--- config.mk ---
export PLATFORM = sky130hd
export DESIGN_NAME = serial_cfg_master_flat
export DESIGN_NICKNAME = d
export VERILOG_FILES = /design/src/rtl/serial_cfg_if.sv /design/src/rtl/serial_cfg_master.sv /design/src/flat_wrapper.sv
export SDC_FILE = /design/constraint.sdc
export NUM_CORES = 1
export LEC_CHECK = 0
export ABC_AREA = 1
export CAP_MARGIN = 20
export CELL_PAD_IN_SITES_DETAIL_PLACEMENT = 0
export CELL_PAD_IN_SITES_GLOBAL_PLACEMENT = 1
export CORE_ASPECT_RATIO = 1.1
export CORE_UTILIZATION = 42
export DETAILED_ROUTE_END_ITERATION = 8
export PLACE_DENSITY_LB_ADDON = 0.2
export RECOVER_POWER = 50
export SYNTH_ARGS = -nofsm -noshare
export SYNTH_HDL_FRONTEND = slang
export SYNTH_SLANG_ARGS = --single-unit
--- constraint.sdc ---
create_clock -name clk -period 2.6 [get_ports clk]
set_clock_uncertainty 0.1 [all_clocks]
set_input_delay 0.78 -clock clk [delete_from_list [all_inputs] [get_ports clk]]
set_output_delay 0.78 -clock clk [all_outputs]
set_load 0.005 [all_outputs]
--- src/rtl/serial_cfg_if.sv ---
// Command/response handshake and serial pin bundle for serial_cfg_master.
// The master modport is the block side; slave is the command issuer plus serial slave.
interface serial_cfg_if #(
    parameter int ADDR_WIDTH = 5,
    parameter int REG_WIDTH  = 8
);
    logic                  cmd_valid;
    logic                  cmd_ready;
    logic                  cmd_rw;
    logic [ADDR_WIDTH-1:0] cmd_addr;
    logic [REG_WIDTH-1:0]  cmd_wdata;
    logic                  rsp_valid;
    logic [REG_WIDTH-1:0]  rsp_rdata;
    logic                  busy;
    logic                  strobe;
    logic                  wr_en;
    logic                  din;
    logic                  sin;

    modport master (
        input  cmd_valid, cmd_rw, cmd_addr, cmd_wdata, sin,
        output cmd_ready, rsp_valid, rsp_rdata, busy, strobe, wr_en, din
    );

    modport slave (
        output cmd_valid, cmd_rw, cmd_addr, cmd_wdata, sin,
        input  cmd_ready, rsp_valid, rsp_rdata, busy, strobe, wr_en, din
    );
endinterface

--- src/rtl/serial_cfg_master.sv ---
// Serial register-access master: setup gap, strobe, LSB-first frame shift, one-cycle response.
// All outputs are registered and derived from the next state so they align with the FSM state.
module serial_cfg_master #(
    parameter int ADDR_WIDTH = 5,
    parameter int REG_WIDTH  = 8,
    parameter int GAP_CYCLES = 4
) (
    input  logic            clk,
    input  logic            rst,
    serial_cfg_if.master    bus
);
    localparam int FRAME_W = ADDR_WIDTH + REG_WIDTH;
    localparam int BIT_W   = $clog2(FRAME_W);
    localparam int GAP_W   = (GAP_CYCLES > 1) ? $clog2(GAP_CYCLES) : 1;
    localparam logic [BIT_W-1:0] BIT_LAST   = BIT_W'(FRAME_W - 1);
    localparam logic [BIT_W-1:0] CAP_START  = BIT_W'(ADDR_WIDTH);
    localparam logic [GAP_W-1:0] GAP_LAST   = GAP_W'(GAP_CYCLES - 1);

    typedef enum logic [2:0] {
        IDLE   = 3'd0,
        SETUP  = 3'd1,
        STROBE = 3'd2,
        SHIFT  = 3'd3,
        DONE   = 3'd4
    } state_t;

    state_t                 state_r, next_state_s;
    logic [GAP_W-1:0]       gap_cnt_r, gap_next_s;
    logic [BIT_W-1:0]       bit_cnt_r, bit_next_s;
    logic                   accept_s;
    logic                   shift_en_s;
    logic                   din_next_s;
    logic                   rw_r;
    logic [FRAME_W-1:0]     frame_r;
    logic [REG_WIDTH-1:0]   cap_r, cap_next_s;
    logic                   cmd_ready_r, rsp_valid_r, busy_r, strobe_r, wr_en_r, din_r;
    logic [REG_WIDTH-1:0]   rsp_rdata_r;

    // Next-state and counter sequencing.
    always_comb begin
        next_state_s = state_r;
        gap_next_s   = gap_cnt_r;
        bit_next_s   = bit_cnt_r;
        accept_s     = 1'b0;
        case (state_r)
            IDLE: begin
                if (bus.cmd_valid) begin
                    accept_s     = 1'b1;
                    next_state_s = SETUP;
                    gap_next_s   = '0;
                end else begin
                    next_state_s = IDLE;
                end
            end
            SETUP: begin
                if (gap_cnt_r == GAP_LAST) begin
                    next_state_s = STROBE;
                    gap_next_s   = '0;
                end else begin
                    gap_next_s   = gap_cnt_r + GAP_W'(1);
                end
            end
            STROBE: begin
                next_state_s = SHIFT;
                bit_next_s   = '0;
            end
            SHIFT: begin
                if (bit_cnt_r == BIT_LAST) begin
                    next_state_s = DONE;
                    bit_next_s   = '0;
                end else begin
                    bit_next_s   = bit_cnt_r + BIT_W'(1);
                end
            end
            DONE: begin
                next_state_s = IDLE;
            end
            default: begin
                next_state_s = IDLE;
                gap_next_s   = '0;
                bit_next_s   = '0;
            end
        endcase
    end

    // Read-capture enable, shifted capture value and next serial output bit.
    always_comb begin
        shift_en_s = (state_r == SHIFT) && !rw_r && (bit_cnt_r >= CAP_START);
        cap_next_s = {bus.sin, cap_r[REG_WIDTH-1:1]};
        if (next_state_s == SHIFT) begin
            din_next_s = frame_r[bit_next_s];
        end else begin
            din_next_s = 1'b0;
        end
    end

    // FSM state and counters.
    always_ff @(posedge clk or negedge rst) begin
        if (!rst) begin
            state_r   <= IDLE;
            gap_cnt_r <= '0;
            bit_cnt_r <= '0;
        end else begin
            state_r   <= next_state_s;
            gap_cnt_r <= gap_next_s;
            bit_cnt_r <= bit_next_s;
        end
    end

    // Command latch and read-data capture; fields only move on acceptance.
    always_ff @(posedge clk or negedge rst) begin
        if (!rst) begin
            rw_r    <= 1'b0;
            frame_r <= '0;
            cap_r   <= '0;
        end else if (accept_s) begin
            rw_r    <= bus.cmd_rw;
            frame_r <= bus.cmd_rw ? {bus.cmd_addr, bus.cmd_wdata}
                                  : {{REG_WIDTH{1'b0}}, bus.cmd_addr};
            cap_r   <= '0;
        end else if (shift_en_s) begin
            cap_r   <= cap_next_s;
        end else begin
            cap_r   <= cap_r;
        end
    end

    // Registered outputs; wr_en only updates on acceptance so it holds through IDLE.
    always_ff @(posedge clk or negedge rst) begin
        if (!rst) begin
            cmd_ready_r <= 1'b1;
            rsp_valid_r <= 1'b0;
            rsp_rdata_r <= '0;
            busy_r      <= 1'b0;
            strobe_r    <= 1'b0;
            wr_en_r     <= 1'b0;
            din_r       <= 1'b0;
        end else begin
            cmd_ready_r <= (next_state_s == IDLE);
            rsp_valid_r <= (next_state_s == DONE);
            busy_r      <= (next_state_s != IDLE);
            strobe_r    <= (next_state_s == STROBE);
            din_r       <= din_next_s;
            wr_en_r     <= accept_s ? bus.cmd_rw : wr_en_r;
            if (next_state_s == DONE) begin
                rsp_rdata_r <= rw_r ? {REG_WIDTH{1'b0}} : cap_next_s;
            end else begin
                rsp_rdata_r <= rsp_rdata_r;
            end
        end
    end

    assign bus.cmd_ready = cmd_ready_r;
    assign bus.rsp_valid = rsp_valid_r;
    assign bus.rsp_rdata = rsp_rdata_r;
    assign bus.busy      = busy_r;
    assign bus.strobe    = strobe_r;
    assign bus.wr_en     = wr_en_r;
    assign bus.din       = din_r;
endmodule

--- src/flat_wrapper.sv ---
// flat-port wrapper written by rule: the top's interface ports become plain ports
module serial_cfg_master_flat 
#(
    parameter int ADDR_WIDTH = 5,
    parameter int REG_WIDTH  = 8,
    parameter int GAP_CYCLES = 4
)
  (clk, rst, bus_cmd_valid, bus_cmd_rw, bus_cmd_addr, bus_cmd_wdata, bus_sin, bus_cmd_ready, bus_rsp_valid, bus_rsp_rdata, bus_busy, bus_strobe, bus_wr_en, bus_din);
  serial_cfg_if #(.ADDR_WIDTH(ADDR_WIDTH), .REG_WIDTH(REG_WIDTH)) bus_i ();
  input  logic clk;
  input  logic rst;
  input wire logic [$bits(bus_i.cmd_valid)-1:0] bus_cmd_valid;
  input wire logic [$bits(bus_i.cmd_rw)-1:0] bus_cmd_rw;
  input wire logic [$bits(bus_i.cmd_addr)-1:0] bus_cmd_addr;
  input wire logic [$bits(bus_i.cmd_wdata)-1:0] bus_cmd_wdata;
  input wire logic [$bits(bus_i.sin)-1:0] bus_sin;
  output wire logic [$bits(bus_i.cmd_ready)-1:0] bus_cmd_ready;
  output wire logic [$bits(bus_i.rsp_valid)-1:0] bus_rsp_valid;
  output wire logic [$bits(bus_i.rsp_rdata)-1:0] bus_rsp_rdata;
  output wire logic [$bits(bus_i.busy)-1:0] bus_busy;
  output wire logic [$bits(bus_i.strobe)-1:0] bus_strobe;
  output wire logic [$bits(bus_i.wr_en)-1:0] bus_wr_en;
  output wire logic [$bits(bus_i.din)-1:0] bus_din;
  assign bus_i.cmd_valid = bus_cmd_valid;
  assign bus_i.cmd_rw = bus_cmd_rw;
  assign bus_i.cmd_addr = bus_cmd_addr;
  assign bus_i.cmd_wdata = bus_cmd_wdata;
  assign bus_i.sin = bus_sin;
  assign bus_cmd_ready = bus_i.cmd_ready;
  assign bus_rsp_valid = bus_i.rsp_valid;
  assign bus_rsp_rdata = bus_i.rsp_rdata;
  assign bus_busy = bus_i.busy;
  assign bus_strobe = bus_i.strobe;
  assign bus_wr_en = bus_i.wr_en;
  assign bus_din = bus_i.din;
  serial_cfg_master #(.ADDR_WIDTH(ADDR_WIDTH), .REG_WIDTH(REG_WIDTH), .GAP_CYCLES(GAP_CYCLES)) u_core (.clk(clk), .rst(rst), .bus(bus_i));
endmodule
* Yosys cells after proc, flatten, opt, wreduce, memory -nomap -nowiden *
Cells that the tools add are included.

word-level totals
  output and inout port bits = 14
  register bits after elaboration = 44
  memory bits (writable) = 0
  word-level logic and storage cells = 55
  bits in latches = 0
  memories = 0
  bits of input ports = 18
  bits in read-only memories = 0

cells by class
  multiply operators = 0
  magnitude comparators = 2
  mux-type cells = 18
  add/sub/neg operators = 2
  shift operators = 0
  bitwise gates (word level) = 1
  equality and inequality tests = 10
  divide/modulo/power cells = 0
  reductions and logical operators = 10

operator list
  cell                                                                                  number
  8-bit 2-to-1 mux                                                                      3
  13-bit 2-to-1 mux                                                                     1
  3-bit by 2-bit equality test with 1-bit output (second input constant)                4
  3-bit one-hot mux with 4 select lines                                                 1
  4-bit one-hot mux with 2 select lines                                                 1
  3-bit equality test (second input constant)                                           2
  3-bit zero test                                                                       2
  3-bit 2-to-1 mux                                                                      2
  2-bit one-hot mux with 3 select lines                                                 1
  3-bit OR reduction                                                                    2
  4-bit by 5-bit < comparator with 1-bit output (second input constant)                 1
  1-bit 2-to-1 mux                                                                      5
  4-bit by 1-bit adder with 4-bit output (second input constant)                        1
  1-bit binary-select mux with 4-bit select                                             1
  4-bit equality test (second input constant)                                           1
  4-bit by 3-bit greater-or-equal comparator with 1-bit output (second input constant)  1
  2-bit 2-to-1 mux                                                                      2
  4-bit 2-to-1 mux                                                                      1
  3-bit by 1-bit equality test with 1-bit output (second input constant)                1
  3-bit nonzero test                                                                    1
  2-bit by 1-bit adder with 2-bit output (second input constant)                        1
  2-bit equality test (second input constant)                                           1
  1-bit logical AND                                                                     2
  2-bit != test (second input constant)                                                 1
  other kinds (4)                                                                       4

* Depth between registers and ports, before layout *
Gate-level depths: netlist of the first run.

  depth in word-level cells = 6
  depth in mapped cells = 12
  mapped depth without buffers = 12

* Worst setup path after synthesis of the first run *
OpenSTA, ideal clock, no wires.

  kind = input to register
  from = input bus_cmd_valid
  to = register u_core.cap_r[1]
  cell stages on the path = 8
  setup slack = 0.858 ns
  required time = 2.381 ns
  setup time = 0.119 ns
  path buffers = 1
  arrival time = 1.522 ns
  cells stage by stage = inv_1 > nor2_1 > inv_1 > nor2_1 > inv_2 > buf_2 > a31oi_1 > inv_1

between the ends
  cells in the longest elaborated chain, start to end = 3
  elaborated cells on any way between the ends = 4
  those cells by class = mux: 3; reduce/logical: 1

ends and longest elaborated chain
  element                                                 RTL line                  RTL
  start, declared                                         flat_wrapper.sv:12        input wire logic [$bits(bus_i.cmd_valid)-1:0] bus_cmd_valid;
  1-bit 2-to-1 mux (*)                                    serial_cfg_master.sv:47   if (bus.cmd_valid) begin
  1-bit 2-to-1 mux (*)                                    serial_cfg_master.sv:45   case (state_r)
  8-bit 2-to-1 mux or 2-bit nonzero test (tied branches)  n/a
  end signal, assigned                                    serial_cfg_master.sv:122  cap_r <= cap_next_s;
  end signal, assigned                                    serial_cfg_master.sv:124  cap_r <= cap_r;
  end, declared                                           serial_cfg_master.sv:35   logic [REG_WIDTH-1:0] cap_r, cap_next_s;

Every way passes the cells marked *; elsewhere a longest branch is shown, timed or not.
A chain may end at the register's enable or synchronous reset.

* Worst setup path in the final report of the first run *
  from = register u_core.cmd_ready_r (netlist: u_core.bus.cmd_ready)
  to = output bus_cmd_ready

RTL lines
  element                 RTL line                  RTL
  start, declared         serial_cfg_master.sv:36   logic cmd_ready_r, rsp_valid_r, busy_r, strobe_r, wr_en_r, din_r;
  start signal, assigned  serial_cfg_master.sv:139  cmd_ready_r <= (next_state_s == IDLE);
  end, declared           flat_wrapper.sv:17        output wire logic [$bits(bus_i.cmd_ready)-1:0] bus_cmd_ready;

No word-level cell between the ends.

==> metrics.txt, run 1 <==
maximum number of pins on one net before global-route repair 27; final worst path period share 84.01%; relative contribution of combinational cells to total power 39.9%; number of buffers inserted by post-CTS setup repair 0; hold crit path type reg -> reg; data required time of the critical path 1.72 ns; final antenna-violating net count 0; MaxCap Viol Count 0; final critical-path required period 2.184 ns; final hold slack 0.3762 ns; Power per Cell Area 974.3 mW/mm²; met3 routed wirelength 126 µm; vias in the first global route 1527; Mapped Area 0.002044 mm²; first-pass detailed-route iteration total 4; final global-route overflow total 0; Seq/Total Area, Yosys 52.69%; CP Buf/Inv Count 1; launch point of the worst hold path u_core.frame_r[4]$_DFFE_PN0P_; ratio of routed vias to standard cells 4.871; cell-by-cell listing of the critical path clkdlybuf4s50_1; top sig layer met4; cells after synthesis 242; Yosys warning count 0; Max rail drop VDD 317.0 µV; Final Hold Viols 0; Worst setup SP type flip-flop; top cell family by delay on the critical path flip-flops; number of nets produced by synthesis 264; global-route usage over all layers 19.00%; synth-to-layout area growth 20.62%; Detailed Place HPWL 3190 µm; Seq. cell area 0.001077 mm²; Static Leakage 1.215 nW; clock tree root buffer cell sky130_fd_sc_hd__clkbuf_8; Starting DRT DRC Count 56; GP Congestion 0.7541; peak per-stage delay on the critical path 0.53 ns; count of buffers inserted at the top-level ports 31; height of the die 75.18 µm; DRT Wirelength 4205 µm; Switching Share 40.36%; area taken by multi-input logic gates 798.3 µm²; crit end category output port; sink count of the clock tree 43; count of fill cells added during filler insertion 474; Setup CP Type reg -> out; clock tree from TritonCTS done; CP Launch Point u_core.bus.cmd_ready$_DFF_PN1_; first-pass GRT wire length 7107 µm; fmax 457.8 MHz; area enclosed by the die boundary 0.005151 mm²; routed wl met2 1974 µm; initial antenna violation count 0; Tightest Pin Transition 1.321 ns; die extent in x 68.52 µm; startpoint of the worst-slack reg-to-reg timing path u_core.bit_cnt_r[0]$_DFF_PN0_; sum of routed wire segments on met1 2048 µm; maximum buffer depth of the clock tree 2; Antenna Cells 0; insertion delay to the later sink of the worst-skew pair 0.29 ns; sequential fraction of design power 43.1%; starting utilization of the core area 43.95%; deepest level of the CTS H-tree 2; register bit total from synthesis 43; Max Transition Viols Final 0; number of distinct standard cells referenced by the synthesized netlist 28; Arr. time, crit path 1.30 ns; share of cells above drive strength 1 7.554%; Layout Nets 299; clock power share 17.0%; setup violation total in the final timing report 0; number of buffers inserted during clock tree synthesis 5; hold buffer count at cts 0; unrepaired setup endpoints after global routing no; syn_area_per_cell 8.448 µm²; DRC violations left 0; CTS-repair resized insts 0; total negative setup slack 0 ns; worst slew slack as a fraction of its limit 11.90%; site row count 26; status finished clean; Critical Path Slowest Stage Cell sky130_fd_sc_hd__dfstp_2; switching component of the power 0.9697 mW; clock transition at the registers of the reported paths 0.08 ns; routed length per instance 12.59 µm; Critical Path Fanout Max 1; num ports 32; core region area 0.004652 mm²; internal portion of total power 1.433 mW; total number of vias 1627
==> cell families after synthesis <==
logic type	synth area share, %
muxes	0.4896
buffers and inverters	7.099
AOI/OAI and AO/OA	9.670
xor gates and xnor gates	0.8569
DFF	52.69
and+or+nand+nor	26.74
adders and majority gates	2.448
==> worst paths after layout <==
kind | to | slack [ns] | cells past startpoint
max | bus_cmd_ready | 0.42 | 1
min | u_core.frame_r[4]$_DFFE_PN0P_ | 0.38 | 2
max reg2reg | u_core.bus.din$_DFF_PN0_ | 0.63 | 11
min reg2reg | u_core.frame_r[4]$_DFFE_PN0P_ | 0.38 | 2
max in group asynchronous | u_core.frame_r[5]$_DFFE_PN0P_ | 0.59 | 2
min in group asynchronous | u_core.frame_r[0]$_DFFE_PN0P_ | 0.67 | 1
==> cells in the mapped netlist, drive strengths merged <==
master	instances	area, µm²
nor4	1	6.260
dfrtp	42	1051
inv	29	108.9
nand3	32	172.7
nor2	17	81.33
nand2	65	264.0
a31oi	1	6.260
dfstp	1	26.28
xor2	2	17.52
ha	4	50.05
nor3	2	15.01
clkbuf	2	7.510
clkinv	1	3.750
o21ai	29	148.9
mux2i	1	10.01
buf	5	25.02
a21oi	7	42.54
nand3b	1	7.510
==> layer usage <==
metal / global-route usage [%] / vias up
met2: 29.85 / 37
met3: 4.091 / 5
met1: 25.97 / 745
met5: 0 / -
li1: - / 840
met4: 6.250 / 0
==> per-stage QoR <==
| step | power [mW] | utilization [%] | cell area (µm²) | worst slack (ns) | instances |
|---|---|---|---|---|---|
| final | 2.403 | 53.01 | 2466 | 0.4156 | 334 |
| after global routing | 2.623 | 53.01 | 2466 | 0.2072 | 334 |
| after CTS | 2.480 | 53.79 | 2502 | 0.4048 | 334 |
| after detailed placement | 2.064 | 51.96 | 2417 | 0.2153 | 326 |
| after global placement | 2.050 | 51.96 | 2417 | 0.2853 | 326 |
| after floorplan | 1.751 | - | 2044 | 0.8584 | 242 |
==> placed cells by master, fill, tap and decap left out, types with 2 or more instances in the layout <==
| cell | netlist | layout |
|---|---|---|
| sky130_fd_sc_hd__a21oi_1 | 5 | 5 |
| sky130_fd_sc_hd__a21oi_2 | 2 | 2 |
| sky130_fd_sc_hd__clkbuf_1 | 2 | 5 |
| sky130_fd_sc_hd__clkbuf_8 | 0 | 5 |
| sky130_fd_sc_hd__clkdlybuf4s50_1 | 0 | 29 |
| sky130_fd_sc_hd__dfrtp_1 | 42 | 42 |
| sky130_fd_sc_hd__ha_1 | 4 | 4 |
| sky130_fd_sc_hd__inv_1 | 26 | 26 |
| sky130_fd_sc_hd__inv_2 | 3 | 3 |
| sky130_fd_sc_hd__nand2_1 | 61 | 62 |
| sky130_fd_sc_hd__nand2_2 | 2 | 2 |
| sky130_fd_sc_hd__nand3_1 | 31 | 32 |
| sky130_fd_sc_hd__nor2_1 | 14 | 14 |
| sky130_fd_sc_hd__nor2_4 | 2 | 2 |
| sky130_fd_sc_hd__o21ai_0 | 27 | 28 |
| sky130_fd_sc_hd__xor2_1 | 2 | 2 |
==> power by group through the flow <==
stage	registers (mW)	logic, mW	clock network [mW]
2_1_floorplan	1.01	0.741	0
3_3_place_gp	1.04	1.01	0
3_5_place_dp	1.05	1.02	0
4_1_cts	1.03	1.02	0.423
5_1_grt	1.06	1.11	0.450
6_report	1.03	0.960	0.408
==> area by class of cell <==
cell class | instances | share of cell area (%)
well taps | 56 | 2.841
flip-flops and latches | 43 | 43.68
repair buffers | 35 | 13.09
clock buffers | 6 | 2.943
inverters | 30 | 4.566
multi-input cells | 162 | 32.37
clock inverters | 2 | 0.5074
==> flip-flops by register name, indices dropped and copies added (netlist names) <==
register / count
u_core.bit_cnt_r: 4
u_core.bus.busy: 1
u_core.bus.cmd_ready: 1
u_core.bus.din: 1
u_core.bus.rsp_rdata: 8
u_core.bus.rsp_valid: 1
u_core.bus.strobe: 1
u_core.bus.wr_en: 1
u_core.cap_r: 7
u_core.frame_r: 13
u_core.gap_cnt_r: 2
u_core.state_r: 3
(Power assumes the default switching activity.)
==> inputs of run 2 (changes only) <==
CORE_UTILIZATION = 39   (was 42)
clock period = 2.1 ns   (was 2.6 ns; I/O delays follow)
==> run 2 against run 1 <==
Compared with the run above: the run now ends with design-rule violations left; die area increased by 7.5%; highest routed layer unchanged; count of clock-buffer cells in the layout unchanged; cell area increased by 3.1%; clock power increased by 26%; worst setup slack got worse by 0.34 ns; core utilization decreased by 2.5 points; register-to-register slack got worse by 0.38 ns; via count about the same; flip-flop and latch count unchanged; wire length decreased by 0.45%; sequential power increased by 22%; final cell count increased by 2.4%.
==> metrics.txt, run 2 (synthesis results as in run 1) <==
maximum buffer depth of the clock tree 2 (unchanged); worst slew slack as a fraction of its limit 21.89% (+10 points); reg2reg end u_core.bus.busy$_DFF_PN0_; Starting DRT DRC Count 67 (+20%); starting utilization of the core area 40.62% (-3.3 points); final global-route overflow total 0 (unchanged); setup violation total in the final timing report 0 (unchanged); number of buffers inserted by post-CTS setup repair 0 (unchanged); count of buffers inserted at the top-level ports 31 (unchanged); final worst path period share 96.28%; number of stages on the worst setup path 1 (unchanged); Antenna Cells 0 (unchanged); critical path capture point bus_cmd_ready; final core area utilization 50.53% (-2.5 points); final antenna-violating net count 0 (unchanged); DRT Wirelength 4186 µm (-0.45%); startpoint of the worst-slack reg-to-reg timing path u_core.bit_cnt_r[1]$_DFF_PN0_; final critical-path required period 2.022 ns; GP Congestion 0.7650 (+1.4%); flop-to-flop setup slack 0.25 ns (-0.38 ns); unrepaired setup endpoints after global routing no; number of flip-flops in the largest register 13 (unchanged); ratio of routed vias to standard cells 4.754 (-2.4%); first-pass detailed-route iteration total 6 (+2); number of buffers inserted during clock tree synthesis 5 (unchanged); Max Transition Viols Final 0 (unchanged); clock tree root buffer cell sky130_fd_sc_hd__clkbuf_8; num ports 32 (unchanged); most common library cell in the layout ignoring fill and taps sky130_fd_sc_hd__nand2_1; CP Buf/Inv Count 1 (unchanged); total number of vias 1626 (-0.061%); peak per-stage delay on the critical path 0.52 ns (about the same); Arr. time, crit path 1.29 ns (about the same); Total Power Consumption 3.031 mW (+26%); height of the die 77.94 µm (+3.7%); status complete, but fails checks; clock transition at the registers of the reported paths 0.08 ns (about the same); synth-to-layout area growth 24.42%; insertion delay to the later sink of the worst-skew pair 0.29 ns (about the same); hold crit path type reg -> reg; largest register by flop count u_core.frame_r; Max rail drop VDD 437.0 µV (+38%); count of fill cells added during filler insertion 489 (+3.2%); commonest cells after routing, fill and taps aside sky130_fd_sc_hd__nand2_1, sky130_fd_sc_hd__dfrtp_1, sky130_fd_sc_hd__nand3_1; top cell family by delay on the critical path flip-flops; site row count 27 (+3.8%); CTS-repair resized insts 0 (unchanged); sink count of the clock tree 43 (unchanged); Static Leakage 1.256 nW (+3.3%); Detailed Place HPWL 3159 µm (-0.95%); area taken by multi-input logic gates 814.5 µm² (+2.0%); Worst setup SP type flip-flop; MaxCap Viol Count 0 (unchanged); routed length per instance 12.24 µm (-2.8%); hold buffer count at cts 0 (unchanged); first-pass GRT wire length 7721 µm (+8.6%); Critical Path Fanout Max 1 (unchanged); data required time of the critical path 1.37 ns (-0.35 ns); Power per Cell Area 1192 mW/mm² (+22%); CP Launch Point u_core.bus.cmd_ready$_DFF_PN1_; global-route usage over all layers 17.85% (-1.1 points); r2r worst-path depth 7 (-4); core region area 0.005034 mm² (+8.2%); deepest level of the CTS H-tree 2 (unchanged); vias in the first global route 1671 (+9.4%); area enclosed by the die boundary 0.005536 mm² (+7.5%); Tightest Pin Transition 1.172 ns (-0.1499 ns); clock tree from TritonCTS done; share of cells above drive strength 1 10.56% (+3.0 points); maximum number of pins on one net before global-route repair 23 (-15%); Final Hold Viols 0 (unchanged); initial antenna violation count 0 (unchanged); Seq. cell area 0.001077 mm² (unchanged); DRC violations left 1 (+1); Layout Nets 305 (+2.0%); cell-by-cell listing of the critical path clkdlybuf4s50_1; crit end category output port; violations in the final reports design-rule violations; Setup CP Type reg -> out; die extent in x 71.04 µm (+3.7%); fmax 494.6 MHz; Critical Path Slowest Stage Cell sky130_fd_sc_hd__dfstp_2
[run 2: worst min path at each step]
stage,start,end,slack [ns],depth (start not counted)
after floorplan,rst,u_core.bit_cnt_r[0]$_DFF_PN0_,0.23,0
after global placement,u_core.frame_r[3]$_DFFE_PN0P_,u_core.frame_r[3]$_DFFE_PN0P_,0.36,2
after detailed placement,u_core.frame_r[4]$_DFFE_PN0P_,u_core.frame_r[4]$_DFFE_PN0P_,0.36,2
after CTS,rst,u_core.bit_cnt_r[3]$_DFF_PN0_,0.22,2
after global routing,u_core.gap_cnt_r[0]$_DFFE_PN0P_,u_core.gap_cnt_r[0]$_DFFE_PN0P_,0.41,1
final,u_core.frame_r[4]$_DFFE_PN0P_,u_core.frame_r[4]$_DFFE_PN0P_,0.38,2
[run 2: through the flow]
step / setup TNS (ns) / cell area, µm² / setup slack, ns / instances / hold slack, ns
6_report: 0 / 2544 / 0.07805 / 342 / 0.3797
2_1_floorplan: 0 / 2044 / 0.3881 / 242 / 0.2344
4_1_cts: 0 / 2562 / 0.06595 / 342 / 0.2217
3_5_place_dp: -0.1871 / 2477 / -0.04144 / 334 / 0.3633
5_1_grt: 0 / 2544 / 0.03225 / 342 / 0.4107
3_3_place_gp: -0.3271 / 2477 / -0.04918 / 334 / 0.3555
[run 2: area by class of cell]
cell class | instances | share of cell area (%)
multi-input combinational | 162 | 32.02
inverter | 30 | 4.427
clock inverter | 2 | 0.4919
clock buffer | 6 | 2.853
timing repair buffer | 41 | 15.00
tap | 58 | 2.853
sequential | 43 | 42.35
[run 2: where the power goes]
group	leakage, nW	switching [mW]	total, mW	internal [mW]
Clock	0.0412	0.280	0.513	0.233
Sequential	0.556	0.171	1.26	1.09
Combinational	0.659	0.766	1.25	0.489
[run 2: metal layers]
layer,GRT usage [%],wire length (µm)
met5,0,0
met4,6.000,53
met3,4.416,127
met2,27.69,1880
met1,24.37,2125
